[config.mk]
export PLATFORM = sky130hd
export DESIGN_NAME = masked_and_chain_2ndorder_seq
export DESIGN_NICKNAME = d
export VERILOG_FILES = /design/src/rtl/tsm_pkg.sv /design/src/rtl/dom_and_2ndorder_stage.sv /design/src/rtl/masked_and_chain_2ndorder_seq.sv
export SDC_FILE = /design/constraint.sdc
export NUM_CORES = 1
export LEC_CHECK = 0
export CORE_MARGIN = 5
export CORE_UTILIZATION = 40
export CTS_CLUSTER_SIZE = 30
export DETAILED_ROUTE_END_ITERATION = 6
export PLACE_DENSITY_LB_ADDON = 0.12
export SETUP_SLACK_MARGIN = 0.1
export SYNTH_ARGS = -nofsm -noshare
export SYNTH_HDL_FRONTEND = slang
export SYNTH_SLANG_ARGS = --single-unit
[constraint.sdc]
create_clock -name clk -period 1.9 [get_ports clk]
set_input_delay 0.38 -clock clk [delete_from_list [all_inputs] [get_ports clk]]
set_output_delay 0.38 -clock clk [all_outputs]
set_load 0.01 [all_outputs]
[src/rtl/tsm_pkg.sv]
// Shared definitions for the three-share masked AND chain: share/randomness
// counts, FSM state encoding and the latency helper.
`timescale 1ns/1ps
package tsm_pkg;

  localparam int NSH          = 3;
  localparam int RAND_PER_MUL = 3;

  typedef enum logic [2:0] {
    IDLE = 3'd0,
    MUL  = 3'd1,
    CMP  = 3'd2,
    RFR  = 3'd3,
    DONE = 3'd4
  } state_t;

  // Edges from the accepting edge to out_valid high.
  function automatic int lat(input int n_in, input bit refresh);
    return 2 * (n_in - 1) + (refresh ? 1 : 0);
  endfunction

endpackage

[src/rtl/dom_and_2ndorder_stage.sv]
// Second-order DOM AND gadget: nine share products with pairwise random
// injection, all nine terms registered, exposed as three row-XOR outputs.
`timescale 1ns/1ps
module dom_and_2ndorder_stage
  import tsm_pkg::*;
(
  input  logic                    clk,
  input  logic                    rst_n,
  input  logic                    en,
  input  logic [NSH-1:0]          a,
  input  logic [NSH-1:0]          b,
  input  logic [RAND_PER_MUL-1:0] r,
  output logic [NSH-1:0]          z
);

  logic r01, r02, r12;
  logic [NSH-1:0][NSH-1:0] term_d;
  logic [NSH-1:0][NSH-1:0] term_q;

  assign r01 = r[0];
  assign r02 = r[1];
  assign r12 = r[2];

  // Each random bit enters exactly one pair of mirrored cross terms, so it cancels in the total.
  always_comb begin
    term_d[0] = {(a[0] & b[2]) ^ r02, (a[0] & b[1]) ^ r01, a[0] & b[0]};
    term_d[1] = {(a[1] & b[2]) ^ r12, a[1] & b[1], (a[1] & b[0]) ^ r01};
    term_d[2] = {a[2] & b[2], (a[2] & b[1]) ^ r12, (a[2] & b[0]) ^ r02};
  end

  // Term register stage
  always_ff @(posedge clk or negedge rst_n) begin
    if (!rst_n) begin
      term_q <= '0;
    end else if (en) begin
      term_q <= term_d;
    end
  end

  always_comb begin
    for (int i = 0; i < NSH; i++) begin
      z[i] = ^term_q[i];
    end
  end

endmodule

[src/rtl/masked_and_chain_2ndorder_seq.sv]
// Three-share masked N_IN-input AND, one registered DOM gadget reused over
// N_IN-1 multiplications. Define TSM_OUT_REFRESH_EN to add an output refresh.
`timescale 1ns/1ps
module masked_and_chain_2ndorder_seq
  import tsm_pkg::*;
#(
  parameter int N_IN = 4
) (
  input  logic                    clk,
  input  logic                    rst_n,
  input  logic                    in_valid,
  output logic                    in_ready,
  input  logic [N_IN-1:0]         input_share1,
  input  logic [N_IN-1:0]         input_share2,
  input  logic [N_IN-1:0]         input_share3,
  input  logic [RAND_PER_MUL-1:0] rand_bit,
  output logic                    rand_en,
  output logic                    out_valid,
  input  logic                    out_ready,
  output logic                    output_share1,
  output logic                    output_share2,
  output logic                    output_share3
);

  localparam int KW = $clog2(N_IN + 1);

  state_t          state, state_nxt;
  logic [N_IN-1:0] op_s1, op_s2, op_s3;
  logic [NSH-1:0]  acc;
  logic [NSH-1:0]  xk;
  logic [NSH-1:0]  row;
  logic [KW-1:0]   k;
  logic            last_mul;
  logic            mul_en;

  assign last_mul = (k == KW'(N_IN));
  assign mul_en   = (state == MUL);

  always_ff @(posedge clk or negedge rst_n) begin
    if (!rst_n) begin
      state <= IDLE;
    end else begin
      state <= state_nxt;
    end
  end

  always_comb begin
    state_nxt = state;
    case (state)
      IDLE: if (in_valid) state_nxt = MUL;
      MUL:  state_nxt = CMP;
      CMP: begin
        if (last_mul) begin
`ifdef TSM_OUT_REFRESH_EN
          state_nxt = RFR;
`else
          state_nxt = DONE;
`endif
        end else begin
          state_nxt = MUL;
        end
      end
`ifdef TSM_OUT_REFRESH_EN
      RFR:  state_nxt = DONE;
`endif
      DONE: if (out_ready) state_nxt = IDLE;
      default: state_nxt = IDLE;
    endcase
  end

  always_comb begin
    in_ready  = 1'b0;
    rand_en   = 1'b0;
    out_valid = 1'b0;
    case (state)
      IDLE: in_ready  = 1'b1;
      MUL:  rand_en   = 1'b1;
`ifdef TSM_OUT_REFRESH_EN
      RFR:  rand_en   = 1'b1;
`endif
      DONE: out_valid = 1'b1;
      default: ;
    endcase
  end

  // Operand for the current multiply: input k (1-based) from each share.
  always_comb begin
    xk = '0;
    for (int i = 0; i < N_IN; i++) begin
      if (k == KW'(i + 1)) xk = {op_s3[i], op_s2[i], op_s1[i]};
    end
  end

  dom_and_2ndorder_stage u_gadget (
    .clk   (clk),
    .rst_n (rst_n),
    .en    (mul_en),
    .a     (acc),
    .b     (xk),
    .r     (rand_bit),
    .z     (row)
  );

  // Accumulator / operand stage: acc only ever loads from registered rows.
  always_ff @(posedge clk or negedge rst_n) begin
    if (!rst_n) begin
      op_s1 <= '0;
      op_s2 <= '0;
      op_s3 <= '0;
      acc   <= '0;
      k     <= '0;
    end else begin
      case (state)
        IDLE: begin
          if (in_valid) begin
            op_s1 <= input_share1;
            op_s2 <= input_share2;
            op_s3 <= input_share3;
            acc   <= {input_share3[0], input_share2[0], input_share1[0]};
            k     <= KW'(2);
          end
        end
        CMP: begin
          acc <= row;
          if (!last_mul) k <= k + 1'b1;
        end
`ifdef TSM_OUT_REFRESH_EN
        RFR: begin
          acc <= acc ^ {rand_bit[1] ^ rand_bit[2],
                        rand_bit[0] ^ rand_bit[2],
                        rand_bit[0] ^ rand_bit[1]};
        end
`endif
        default: ;
      endcase
    end
  end

  assign output_share1 = acc[0];
  assign output_share2 = acc[1];
  assign output_share3 = acc[2];

endmodule

# Word level (Yosys, flattened, before mapping)
# Cells that the tools add are included.
[classes]
n_eq_ne = 10
bitwise_logic = 15
reduce_logical = 9
add_sub_neg = 1
muxes = 16
[op_table]
columns = ["operator", "n"]
rows = [
  ["2-to-1 mux 3 bit", 10],
  ["one-hot mux 3 bit (2 select lines)", 2],
  ["one-hot mux 3 bit (4 select lines)", 1],
  ["bitwise AND 1 bit", 9],
  ["== test 3 x 2 -> 1 bit (second input constant)", 3],
  ["XOR reduction 3 bit", 3],
  ["== test 3 x 1 -> 1 bit (second input constant)", 2],
  ["== test 3 bit (second input constant)", 2],
  ["!= test 2 bit (second input constant)", 3],
  ["AND reduction 2 bit", 3],
  ["XOR 1 bit", 6],
  ["adder 3 x 1 -> 3 bit (second input constant)", 1],
  ["logical NOT 3 bit", 1],
  ["2-to-1 mux 1 bit", 3],
  ["AND reduction 3 bit", 1],
  ["nonzero test 2 bit", 1],
]
[word_totals]
inputBits = 19
register_bits = 30
out_inout_bits = 6

# Longest topological paths before layout
[logic_depth]
ltp_word = 7
mapped_depth = 7
mapped_depth_nobuf = 6

# By module
# A second synthesis with hierarchy kept.
[hier_totals]
hier_cells = 147
hier_area_um2 = 1664.1
[modules_own_cells]
columns = ["mod", "seq_area_each_um2", "n_inst", "cells_each", "area_each_um2"]
rows = [
  ["masked_and_chain_2ndorder_seq", 525.5, 1, 97, 1094.8],
  ["dom_and_2ndorder_stage", 225.2, 1, 50, 569.3],
]

# Worst setup path after synthesis
# No wires, ideal clock.
[synth_path]
kind = "register to register"
startpoint = "reg k[0]"
endpoint = "reg u_gadget.term_q[3] (netlist name)"
setup_time_ps = 69
t_required_ps = 1831
path_stages_with_launch = 7
synth_period_minus_slack_ps = 1960
t_arrival_ps = 1891
slack_ps = -60
path_buffers = 0
cell_sequence = "dfrtp_1 ha_1 ha_1 nor4b_4 a221oi_2 or4b_1 nand3_1"
[synth_between]
elab_chain_cells = 7
elab_cells_between_ends = 10
[synth_lines]
columns = ["element", "line_no", "rtl"]
rows = [
  ["start, declared", "masked_and_chain_2ndorder_seq.sv:32", "logic [KW-1:0] k;"],
  ["start signal, assigned", "masked_and_chain_2ndorder_seq.sv:125", "if (!last_mul) k <= k + 1'b1;"],
  ["== test 3 x 1 -> 1 bit", "masked_and_chain_2ndorder_seq.sv:90", "if (k == KW'(i + 1)) xk = {op_s3[i], op_s2[i], op_s1[i]};"],
  ["2-to-1 mux 3 bit (3 in series)", "masked_and_chain_2ndorder_seq.sv:90", ""],
  ["2-to-1 mux 3 bit *", "masked_and_chain_2ndorder_seq.sv:90", ""],
  ["bitwise AND 1 bit *", "dom_and_2ndorder_stage.sv:27", "term_d[1] = {(a[1] & b[2]) ^ r12, a[1] & b[1], (a[1] & b[0]) ^ r01};"],
  ["XOR 1 bit *", "dom_and_2ndorder_stage.sv:27", ""],
  ["end signal, assigned", "dom_and_2ndorder_stage.sv:36", "term_q <= term_d;"],
  ["end, declared", "dom_and_2ndorder_stage.sv:18", "logic [NSH-1:0][NSH-1:0] term_q;"],
]
# Every way passes the cells marked *; elsewhere a longest branch is shown, timed or not.
# A chain may end at the register's enable or synchronous reset.

# Worst setup path after layout
[layout_path]
startpoint = "reg k[0]"
endpoint = "reg u_gadget.term_q[5] (netlist name)"
# Same word-level chain as after synthesis.

==> results by group <==
Pwr
  • VDD IR-drop max: between 0.5 and 0.6 mV
  • NetSw: 1.38 mW
  • Clock Power Share: between 10% and 20%
  • Switching Share: roughly two fifths
  • Cell-internal power: about 2.1 mW
  • Reg power frac: between 30% and 40%
  • Lkg Pwr: about 0.94 nW
  • Comb pwr share: approximately half
  • PD cells: about 1600 mW/mm²

Synthesis
  • Synthesized flop and latch total: 30
  • Cell Area, Synth: around 0.0016 mm²
  • Top cell type by total area after synthesis: dfrtp_1
  • Async SR Flop Fraction: 100%
  • Register area share after synthesis: 48.0%
  • Top cells by area, synth: dfrtp_1, nand2_1, nand3_1
  • Synth cell count leaders: nand2_1, dfrtp_1, nand3_1
  • EDFF count, synth: 0
  • Syn Area/Cell: around 9.6 µm²
  • Post-Synthesis Net Count: about 190
  • Synth Instances: ~160
  • Count leader, synth: nand2_1
  • Post-synth top area share: between 40% and 50%
  • Post-synth cell types: 27
  • Synth warn: 0
  • Top FF cell, synth: dfrtp_1

Routing
  • Vias: 1345
  • Routed wire length: 3.83 mm
  • DR vias/cell: 5.32
  • Wire per inst: between 15 and 20 µm
  • Post-route antenna net violation count: 0
  • Drt pass-1 iters: 4
  • First DRT Iteration DRCs: between 70 and 80
  • DRC viols: 0

Timing
  • Slew at the pin closest to its max-slew limit: ~0.41 ns
  • RSZ-0062 raised after global routing: true
  • Final Worst Setup Slack: -0.0495 ns
  • Final hold vios: 0
  • Final min period: 1.95 ns
  • Slew HR: between 70% and 80%
  • Final Slew Violations: 0
  • Crit share post-route: 103%
  • Peak Freq: between 0.5 and 0.6 GHz
  • Final setup TNS: -0.170 ns
  • Final setup violation count: 6
  • Skew final: 0.00618 ns

Clocking
  • CTS sink cnt: 30
  • # H-tree levels: 2
  • CTS Hold Bufs: 0
  • Max Root-Sink Buffers: 2
  • CTS Buf Count: 5
  • CTS tree: built
  • CTS root buf: clkbuf_8
  • CTS clock-pin slew for the worst setup and hold paths: roughly 0.06 ns
  • Clk_lat worst skew: between 0.2 and 0.3 ns

Placed design
  • DP Area: 0.00198 mm²
  • Dpl hpwl: ~2.9 mm
  • RD Place Congestion: just under 0.9
  • PortBufs: 24

Global routing
  • Largest net degree at the start of global routing: 31
  • Global-route wire length before repair: about 6.7 mm
  • Initial antenna violation count: 0
  • Met1 usage in global routing: ~20%
  • Layer with the highest usage: met2
  • Met3 usage: roughly 4.8%
  • Total gr overflow: 0
  • Vias in the first global route: 1447
  • M2 GR Usage: a little over a quarter
  • Gr usage total: about 17%

Floorplanning
  • Initial Util: a little over two fifths
  • # rows: 22
  • Die W: between 70 and 80 µm
  • Io pins: 25
  • Die Y: slightly above 70 µm
  • Core ar.: ~0.0037 mm²
  • Die Area: 0.00526 mm²

Final layout
  • Final core occ: between 50% and 60%
  • # diodes: 0
  • Post-layout net count: about 230
  • Area grow syn2layout: 33.3%
  • Layout cells sized above 1: roughly 20%
  • Post-layout instance area: ~0.0021 mm²

Outcome
  • Status: finished, violations left
  • Failing checks: setup timing

Setup path
  • CP Launch Type: flip-flop
  • Crit Path Class: reg2reg
  • Worst-path fanout max: 5
  • CP arrival: between 2 and 2.5 ns
  • Worst EP required: between 2 and 2.5 ns
  • Worst setup EP type: flip-flop

Hold path
  • Hold Crit Class: reg2reg

Flow run
  • MaxCap Viol Count: 0
path summary, 6_finish.rpt:
| kind | start | endpoint | slack [ns] | depth (start not counted) |
|---|---|---|---|---|
| min | op_s3[2] | op_s3[2] | 0.47 | 2 |
| min reg2reg | op_s3[2] | op_s3[2] | 0.47 | 2 |
| max | k[0] | u_gadget.term_q[5] | -0.05 | 6 |
| max in group asynchronous | rst_n | state[2] | 1.11 | 2 |
| min in group asynchronous | rst_n | k[2] | 0.49 | 2 |
| max reg2reg | k[0] | u_gadget.term_q[5] | -0.05 | 6 |
worst max-delay path, cell delays in order (launching register included):
cell and delay (ns):
dfrtp_1 0.40, ha_2 0.21, ha_4 0.17, nor4b_4 0.32, a221oi_2 0.18, or4b_1 0.53
nand3_1 0.09
logic make-up after synthesis:
family / after synthesis / synth area share (%)
AND/OR/NAND/NOR: 80 / 26.3
AO/OA/AOI/OAI: 31 / 15.1
flip-flops: 30 / 48.0
buffers and inverters: 11 / 3.20
XOR/XNOR: 6 / 3.36
adder cells (fa/ha/maj): 5 / 4.00
metal layers:
| metal | routed length (µm) | up-vias |
|---|---|---|
| li1 | - | 656 |
| met1 | 1800 | 646 |
| met2 | 1770 | 37 |
| met3 | 202 | 6 |
| met4 | 49 | 0 |
| met5 | 0 | - |
registers in the layout, summed over array words and instances, names as in the netlist:
signal / count
u_gadget.term_q: 9
op_s1: 4
op_s2: 4
op_s3: 4
acc: 3
k: 3
state: 3
through the flow:
stage	total power, mW	instances	setup slack (ns)	hold WS (ns)
2_1_floorplan	2.25	163	0.0127	0.0844
3_3_place_gp	2.88	244	-0.0327	0.470
3_5_place_dp	2.92	244	-0.0916	0.465
4_1_cts	3.45	253	-0.0583	0.478
5_1_grt	3.74	253	-0.150	0.518
6_report	3.44	253	-0.0495	0.474
repair_timing:
item                                    in CTS  in global routing
setup buffers                                2                  0
pin swaps                                    5                  0
endpoints found under the setup margin      13                 11
gates resized for setup                      7                  4
cell type report:
| type | instances | area [µm²] |
|---|---|---|
| sequential | 30 | 752 |
| fill | 351 | 1630 |
| timing repair buffer | 40 | 369 |
| multi-input combinational | 122 | 805 |
| tap | 48 | 60.1 |
| inverter | 6 | 22.5 |
| clock buffer | 7 | 76.3 |
layout by cell type, fill, tap and decap left out, drive strengths merged:
master	count
xnor2	6
o22a	1
a221oi	3
nand2	44
ha	5
dlygate4sd2	3
clkdlybuf4s50	21
a22oi	3
nor2b	6
nor4b	2
dfrtp	30
or4b	6
buf	16
a31oi	6
a32o	1
nor2	5
inv	6
nor3	1
o21ai	10
nor3b	3
o22ai	1
clkbuf	7
a22o	6
nand3	13
power groups by stage:
| stage | Combinational, mW | Sequential [mW] | Clock (mW) |
|---|---|---|---|
| 6_report | 1.75 | 1.22 | 0.469 |
| 5_1_grt | 1.97 | 1.26 | 0.512 |
| 4_1_cts | 1.75 | 1.21 | 0.485 |
| 3_5_place_dp | 1.70 | 1.22 | 0 |
| 3_3_place_gp | 1.67 | 1.21 | 0 |
| 2_1_floorplan | 1.10 | 1.15 | 0 |
Power figures use the tool's default switching activity.
